<file path="config.mk">
export PLATFORM = sky130hd
export DESIGN_NAME = shapool_result
export DESIGN_NICKNAME = d
export VERILOG_FILES = /design/src/rtl/shapool_pkg.sv /design/src/rtl/shapool_prio_enc.sv /design/src/rtl/shapool_result.sv
export SDC_FILE = /design/constraint.sdc
export NUM_CORES = 1
export LEC_CHECK = 0
export CAP_MARGIN = 20
export CORE_ASPECT_RATIO = 0.75
export CORE_MARGIN = 1
export CORE_UTILIZATION = 57
export CTS_BUF_LIST = sky130_fd_sc_hd__clkbuf_8
export DETAILED_ROUTE_END_ITERATION = 6
export PLACE_DENSITY = 0.88
export SLEW_MARGIN = 20
export SYNTH_ARGS = -nofsm -noshare
export SYNTH_HDL_FRONTEND = slang
export SYNTH_HIERARCHICAL = 1
export SYNTH_SLANG_ARGS = --single-unit
</file>
<file path="constraint.sdc">
create_clock -name clk -period 5.4 [get_ports clk]
set_input_delay 1.08 -clock clk [delete_from_list [all_inputs] [get_ports clk]]
set_output_delay 1.08 -clock clk [all_outputs]
set_load 0.01 [all_outputs]
</file>
<file path="src/rtl/shapool_pkg.sv">
// shapool_pkg: definitions shared by the shapool pool and its result stage.
//   - pool_state_t : controller state encoding
//   - NW           : width of the per-unit nonce counter for the default pool
//   - nonce_width(): per-unit nonce width for an arbitrary pool size
package shapool_pkg;

  localparam int POOL_SIZE_LOG2_DEFAULT = 1;
  localparam int NW = 32 - POOL_SIZE_LOG2_DEFAULT;

  typedef enum logic [2:0] {
    ST_IDLE  = 3'd0,
    ST_ARM   = 3'd1,
    ST_RUN   = 3'd2,
    ST_DRAIN = 3'd3,
    ST_DONE  = 3'd4
  } pool_state_t;

  // Each unit counts only the low bits. The top log2(units) bits of the
  // full nonce are replaced by the unit index.
  function automatic int nonce_width(input int pool_size_log2);
    return 32 - pool_size_log2;
  endfunction

endpackage

</file>
<file path="src/rtl/shapool_prio_enc.sv">
// shapool_prio_enc: lowest-set-bit encoder.
//   flags [POOL_SIZE-1:0]      in  : request vector
//   idx   [POOL_SIZE_LOG2-1:0] out : index of the lowest set bit (0 if none)
module shapool_prio_enc #(
  parameter int POOL_SIZE      = 2,
  parameter int POOL_SIZE_LOG2 = 1
) (
  input  logic [POOL_SIZE-1:0]      flags,
  output logic [POOL_SIZE_LOG2-1:0] idx
);

  // Scan from the top down so that the lowest set bit is written last.
  always_comb begin
    idx = '0;
    for (int i = POOL_SIZE - 1; i >= 0; i--) begin
      if (flags[i]) idx = POOL_SIZE_LOG2'(i);
    end
  end

endmodule

</file>
<file path="src/rtl/shapool_result.sv">
// shapool_result: result collector and lifecycle controller for the shapool
// hashing pool.
//   clk, reset_n          : clock, asynchronous active-low reset
//   job_start             : pulse; clear state and (re)start the pool
//   nonce_start_MSB[7:0]  : job start MSBs, sampled on job_start
//   pool_success          : pool success pulse
//   pool_nonce[31:0]      : pool nonce (upper POOL_SIZE_LOG2 bits are zero)
//   pool_match_flags      : per-unit match flags
//   pool_reset_n          : registered reset to the pool
//   result_valid/ready    : single-entry result handshake
//   result_nonce[31:0]    : reconstructed winning nonce
//   result_flags          : match flags captured with the result
//   result_dropped        : sticky, a success arrived while the register was full
//   busy                  : pool running or draining
//   exhausted             : nonce space finished for this job
module shapool_result
  import shapool_pkg::*;
#(
  parameter int POOL_SIZE      = 2,
  parameter int POOL_SIZE_LOG2 = 1,
  parameter int NONCE_LAG      = 2,
  parameter int ROUNDS         = 64
) (
  input  logic                 clk,
  input  logic                 reset_n,
  input  logic                 job_start,
  input  logic [7:0]           nonce_start_MSB,
  input  logic                 pool_success,
  input  logic [31:0]          pool_nonce,
  input  logic [POOL_SIZE-1:0] pool_match_flags,
  output logic                 pool_reset_n,
  output logic                 result_valid,
  input  logic                 result_ready,
  output logic [31:0]          result_nonce,
  output logic [POOL_SIZE-1:0] result_flags,
  output logic                 result_dropped,
  output logic                 busy,
  output logic                 exhausted
);

  localparam int LW           = nonce_width(POOL_SIZE_LOG2);
  localparam int DRAIN_CYCLES = NONCE_LAG * ROUNDS;
  localparam int CW           = $clog2(DRAIN_CYCLES + 1);
  localparam logic [CW-1:0] DRAIN_LOAD = CW'(DRAIN_CYCLES - 1);
  localparam logic [LW-1:0] LAG        = LW'(NONCE_LAG);

  pool_state_t state_reg, state_next;

  logic [CW-1:0]             drain_cnt_reg;
  logic [7:0]                start_msb_q;
  logic [LW-1:0]             prev_lower;
  logic [LW-1:0]             lower;
  logic [LW-1:0]             corr;
  logic [POOL_SIZE_LOG2-1:0] win_idx;
  logic [31:0]               nonce_next;
  logic                      lower_wrap;
  logic                      capture;
  logic                      xfer;

  assign lower = pool_nonce[LW-1:0];
  // The pool reports a success NONCE_LAG increments after the winning nonce
  // entered it; wrap-around modulo 2^LW is intended.
  assign corr  = lower - LAG;

  shapool_prio_enc #(
    .POOL_SIZE      (POOL_SIZE),
    .POOL_SIZE_LOG2 (POOL_SIZE_LOG2)
  ) u_prio_enc (
    .flags (pool_match_flags),
    .idx   (win_idx)
  );

  // The pool counts from start_msb XOR'ed into the top byte of its counter,
  // so undo that here and prepend the winning unit's index.
  assign nonce_next = {win_idx, corr[LW-1:LW-8] ^ start_msb_q, corr[LW-9:0]};

  assign lower_wrap = (&prev_lower) && (lower == '0);
  assign xfer       = result_valid && result_ready;
  // A job_start in the same cycle wins: the capture belongs to the old job.
  assign capture    = busy && pool_success && (|pool_match_flags) && !job_start;

  // State register
  always_ff @(posedge clk or negedge reset_n) begin
    if (!reset_n) state_reg <= ST_IDLE;
    else          state_reg <= state_next;
  end

  // Next-state logic
  always_comb begin
    state_next = state_reg;
    if (job_start) begin
      state_next = ST_ARM;
    end else begin
      case (state_reg)
        ST_IDLE:  state_next = ST_IDLE;
        ST_ARM:   state_next = ST_RUN;
        ST_RUN:   if (lower_wrap) state_next = ST_DRAIN;
        ST_DRAIN: if (drain_cnt_reg == '0) state_next = ST_DONE;
        ST_DONE:  state_next = ST_DONE;
        default:  state_next = ST_IDLE;
      endcase
    end
  end

  // State-decoded outputs
  always_comb begin
    busy      = (state_reg == ST_RUN) || (state_reg == ST_DRAIN);
    exhausted = (state_reg == ST_DONE);
  end

  // Datapath and registered outputs
  always_ff @(posedge clk or negedge reset_n) begin
    if (!reset_n) begin
      pool_reset_n   <= 1'b0;
      drain_cnt_reg  <= '0;
      start_msb_q    <= '0;
      prev_lower     <= '0;
      result_valid   <= 1'b0;
      result_nonce   <= '0;
      result_flags   <= '0;
      result_dropped <= 1'b0;
    end else begin
      // Registered from the next state so the pool leaves reset exactly at
      // the ARM->RUN edge and is re-held on the edge into ARM/DONE.
      pool_reset_n <= (state_next == ST_RUN) || (state_next == ST_DRAIN);

      if (job_start) start_msb_q <= nonce_start_MSB;

      // Cleared on ARM so a stale all-ones value from an aborted job cannot
      // fake a wrap against the freshly reset pool counter.
      if (state_reg == ST_ARM)      prev_lower <= '0;
      else if (state_reg == ST_RUN) prev_lower <= lower;

      if (state_reg == ST_RUN && lower_wrap)
        drain_cnt_reg <= DRAIN_LOAD;
      else if (state_reg == ST_DRAIN && drain_cnt_reg != '0)
        drain_cnt_reg <= drain_cnt_reg - 1'b1;

      if (job_start || state_reg == ST_ARM) begin
        result_valid   <= 1'b0;
        result_dropped <= 1'b0;
      end else if (capture) begin
        if (!result_valid || xfer) begin
          result_valid <= 1'b1;
          result_nonce <= nonce_next;
          result_flags <= pool_match_flags;
        end else begin
          result_dropped <= 1'b1;
        end
      end else if (xfer) begin
        result_valid <= 1'b0;
      end
    end
  end

endmodule

</file>
=== Word level (Yosys, flattened, before mapping) ===
Cells that the tools add are included.

* Add/subtract/negate cells: 2
* Equality and inequality tests: 8
* Multiplexer cells: 17
* Bitwise gates (word level): 2
* Reductions and logical operators: 25

{| class="wikitable"
|+ Operators by type and width
! operator !! count
|-
| $mux W31 || 2
|-
| $logic_not A31 Y1 || 1
|-
| $reduce_and A31 Y1 || 1
|-
| $sub A31 B2 Y31 const B || 1
|-
| $mux W8 || 2
|-
| $eq A3 B2 Y1 const B || 4
|-
| $pmux W3 S4 || 1
|-
| $mux W1 || 9
|-
| $mux W3 || 3
|-
| $logic_not A8 Y1 || 1
|-
| $reduce_bool A8 Y1 || 1
|-
| $sub A8 B1 Y8 const B || 1
|-
| $xor A8 B8 Y8 || 1
|-
| $logic_and A1 B1 Y1 || 7
|-
| $reduce_bool A2 Y1 || 3
|-
| $logic_or A1 B1 Y1 || 4
|-
| $reduce_and A2 Y1 || 2
|-
| $eq A3 B1 Y1 const B || 1
|-
| $eq A3 B3 Y1 const B || 1
|-
| $ne A3 B1 Y1 const B || 1
|-
| $reduce_and A3 Y1 || 1
|-
| $reduce_bool A3 Y1 || 1
|-
| $logic_not A1 Y1 || 2
|-
| $ne A2 B2 Y1 const B || 1
|-
| other kinds (2) || 2
|}

* Register bits after elaboration: 87
* Input port bits: 47
* Output and inout port bits: 39
* Logic and storage cells: 63

=== Depth between registers and ports, before layout ===
* Word-level depth: 7
* Gate-level depth with buffers: 8
* Depth with buffers taken out: 7

=== Modules after synthesis ===
Netlist, hierarchy kept.

{| class="wikitable"
|+ Modules (own cells, without submodules)
! module !! instances !! cells each !! area an instance (µm²) !! seq. area each (µm²)
|-
| shapool_result || 1 || 372 || 4040.1 || 2177.1
|-
| shapool_prio_enc || 1 || 1 || 13.8 || 0.0
|}

=== Worst setup path after synthesis ===
Ideal clock, no wire load.

* Kind: in2reg
* Start point: input port pool_nonce[16]
* End point: register drain_cnt_reg[7]
* Setup time: 0.117 ns
* Data arrival time: 2.783 ns
* Data required time: 5.283 ns
* Path slack: 2.501 ns
* Stages on the path: 6
* Buffers on the path: 1
* Cell sequence: or4_4 -> nor3_4 -> nand3_2 -> or4_4 -> buf_6 -> and2_4

* Cells in the longest elaborated chain, start to end: 4
* Elaborated cells between the ends (all ways): 5
* Classes of those cells: 1 x mux; 4 x reduce/logical

{| class="wikitable"
|+ RTL lines
! item !! RTL line !! RTL
|-
| from (decl) || shapool_result.sv:29 || <nowiki>input logic [31:0] pool_nonce,</nowiki>
|-
| $logic_not A31 Y1 * || shapool_result.sv:77 || <nowiki>assign lower_wrap = (&prev_lower) && (lower == '0);</nowiki>
|-
| $logic_and A1 B1 Y1 * || shapool_result.sv:77 ||
|-
| $logic_and A1 B1 Y1 * || shapool_result.sv:134 || <nowiki>if (state_reg == ST_RUN && lower_wrap)</nowiki>
|-
| $mux W8 / $reduce_bool A2 Y1 (equally long branches) || - ||
|-
| to (signal assigned) || shapool_result.sv:137 || <nowiki>drain_cnt_reg <= drain_cnt_reg - 1'b1;</nowiki>
|-
| to (decl) || shapool_result.sv:49 || <nowiki>logic [CW-1:0] drain_cnt_reg;</nowiki>
|}

Every way passes the cells marked *; elsewhere a longest branch is shown, timed or not.
A chain may end at the register's enable or synchronous reset.

=== Worst setup path after layout ===
* Start point: input port job_start
* End point: register result_nonce[30]

* Cells in the longest elaborated chain, start to end: 3
* Elaborated cells between the ends (all ways): 5
* Classes of those cells: 1 x bitwise; 4 x reduce/logical

{| class="wikitable"
|+ RTL lines
! item !! RTL line !! RTL
|-
| from (decl) || shapool_result.sv:26 || <nowiki>input logic job_start,</nowiki>
|-
| $logic_not A1 Y1 / $logic_or A1 B1 Y1 (equally long branches) || shapool_result.sv:80, shapool_result.sv:139 ||
|-
| $logic_and A1 B1 Y1 / $not A1 Y1 (equally long branches) || - ||
|-
| $reduce_and A3 Y1 (no line) * || - ||
|-
| to (signal assigned) || shapool_result.sv:145 || <nowiki>result_nonce <= nonce_next;</nowiki>
|-
| to (decl) || shapool_result.sv:34 || <nowiki>output logic [31:0] result_nonce,</nowiki>
|}

Marks and branches as above.

==> reports/summary.txt <==
outcome - finished clean
grt total ovfl - 0
worst hold start - result_nonce[17]
maximum vdd drop - 0.278 mV
biggest regs - result_nonce: 32 flops, prev_lower: 31 flops
Rel. slew slack - 37.9%
most frequent cells in the layout - dfrtp_1 (87), clkdlybuf4s50_1 (83), nand2_1 (44), a22o_1 (31), xnor2_1 (27)
Warnings, synthesis - 6
Mean Syn Cell Area - 10.9 µm²
worst-path fanout max - 25
vias - 3182
complex-gate fraction of the synthesized area - 12.2%
Final Wtd Congestion - 0.817
Final Cycle Share - 63.1%
Primary FF master, synth - dfrtp_1
PnR worst setup slack - 1.99 ns
commonest non-fill, non-tap cell in the layout - dfrtp_1
CTS tree - built
worst slack, placed - 1.67 ns
Multi-input gate area - 1770 µm²
first-pass GRT wire length - 15.5 mm
Mapped Area - 4050 µm²
Worst Hold End - result_nonce[17]
Critical Path RT - 5.63 ns
worst path cell trace - clkdlybuf4s50_1 -> nor2_1 -> nand3b_1 -> buf_4 -> o311ai_0
die height - 75.0 µm
DIE AREA - 7460 µm²
r2r setup slk - 2.88 ns
Max Cap Viol - 0
largest family of logic cells by synthesized area - simple AND/OR/NAND/NOR gates
Pleak - 2.15 nW
synth unique cells - 47
RSZ-0062 raised after global routing - false
Layout fillers - 485
Clock Path Buffers - 2
Synth Register Bits - 87
Pins Over Slew Limit - 0
vias in the first global route - 3091
post-synthesis mux area share - 4.63%
Synth Area in Simple Gates - 17.6%
Setup CP Type - in2reg
CP delay by family, top - buffers and inverters
slowest CP cell - clkdlybuf4s50_1
final setup violation count - 0
CTS clk-pin slew, worst paths - 0.08 ns
wire per inst - 17.5 µm
io pins - 86
Async SR Flop Fraction - 100%
Port Buffers - 84
adder-cell share of the synthesized area - 0.926%
initial antenna violation count - 0
CTS Hold Bufs - 0
RR Endpoint - result_nonce[30]
Synth Area in XOR/XNOR - 8.21%
reg-to-reg startpoint - state_reg[1]
PD cells - 402 nW/µm²
vias per inst - 5.88
antenna cells - 0
post-synthesis sequential area ratio - 53.7%
post-CTS resize count - 0
CP Buf/Inv Count - 2
H-tree Lvls - 3
first-pass detailed-route iteration total - 4
Post-Syn Instances - 373
DIE WIDTH - 99.4 µm
layout cell share with drive strength beyond 1 - 9.63%
crit path DAT - 3.64 ns
max reg flops - 32
final hold vios - 0
fmax - 0.294 GHz
Slew @ Worst Pin - 0.928 ns
startpoint types - input pin
P&R area growth vs syn - 27.2%
register area - 2180 µm²
CORE AREA - 6830 µm²
post-synth net total - 423
setup TNS - 0 ns
min cycle time layout - 3.41 ns
hold path cells - 2
crit path capture type - register
drt total wl - 9.47 mm
R2R cell count - 5
Worst Hold Class - reg2reg
CTS root buf - clkbuf_8
Clock Latency Late Sink - 0.36 ns
largest net degree at the start of global routing - 88
post-CTS setup buffer count - 0
ANT nets after route - 0
crit-path max cell delay - 0.73 ns
Reg with most FFs - result_nonce
initial DRC count - 259
Post-synth EDFFs - 0
hpwl dp - 6.67 mm
final net count - 502
clock sink total - 87
Initial Utilization - 59.3%
Fin Clk Skew - 0.00944 ns
number of remaining DRC errors - 0
GR Util All Layers - 27.5%
CTS Buf Count - 9
row count - 26
## cell families (layout without fill, tap and decap cells)
group,Yosys count,after routing
fa+ha+maj,3,3
xor+xnor,38,38
flops,87,87
mux,17,17
simple gates,131,131
buf+inv,26,110
compound gates,71,71
## worst register-to-register path, stage by stage (launching register included)
cell      delay (ns)
dfrtp_1         0.45
nor2b_1         0.21
o211ai_1        0.14
nand3b_1        0.74
buf_4           0.49
o311ai_0        0.37
## cell usage after synthesis, types with 3 or more instances
cell / instances / area share (%)
ha_1: 3 / 0.93
nor2_1: 18 / 1.7
mux2i_1: 3 / 0.74
nor4_1: 6 / 0.93
a22o_1: 31 / 6.7
nand3_1: 4 / 0.49
o21ai_0: 26 / 3.2
nand4_1: 10 / 1.5
nand2b_1: 4 / 0.62
nand2_1: 44 / 4.1
nor3_1: 13 / 1.6
and2_1: 3 / 0.46
nor3b_1: 4 / 0.74
clkbuf_1: 14 / 1.3
inv_1: 6 / 0.56
xor2_1: 11 / 2.4
buf_2: 3 / 0.37
xnor2_1: 27 / 5.8
or4_1: 9 / 1.7
dfrtp_1: 87 / 54
a21oi_1: 4 / 0.49
mux2_2: 14 / 3.9
## layout make-up
type | instances | area share, %
Clock buffer | 11 | 2.94
Timing Repair Buffer | 88 | 16.9
Tap cell | 84 | 2.04
Clock inverter | 5 | 1.09
Multi-Input combinational cell | 260 | 34.4
Inverter | 6 | 0.437
Sequential cell | 87 | 42.2
## worst max-delay path by stage
stage / start / end / slack [ns] / cells after the start
6_report: job_start / result_nonce[30] / 1.99 / 5
2_1_floorplan: pool_nonce[16] / drain_cnt_reg[7] / 2.50 / 6
3_5_place_dp: job_start / result_nonce[30] / 1.67 / 5
5_1_grt: job_start / result_nonce[30] / 1.78 / 5
3_3_place_gp: job_start / result_nonce[30] / 1.70 / 5
4_1_cts: job_start / result_nonce[30] / 2.02 / 5
## stage by stage
stage,utilization (%),instances,hold WS [ns],area (µm²),power (mW)
finish,75.5,541,0.485,5160,2.07
global route,75.5,541,0.513,5160,2.20
CTS,75.4,541,0.489,5150,2.09
detailed placement,72.4,525,0.470,4940,1.62
global placement,72.4,525,0.460,4940,1.59
floorplan,-,373,0.465,4050,1.24
## report_power, final
| group | switching, mW | internal [mW] | total [mW] |
|---|---|---|---|
| combinational | 0.289 | 0.370 | 0.660 |
| clock | 0.226 | 0.238 | 0.464 |
| sequential | 0.114 | 0.836 | 0.950 |
| total | 0.630 | 1.44 | 2.07 |
## routing by layer
layer	GRT usage, %	vias to the layer above	wire [µm]
li1	-	1490	-
met3	8.26	16	556
met5	0	-	0
met4	7.35	0	134
met2	43.5	103	4580
met1	37.8	1573	4200
(Power assumes the default switching activity.)
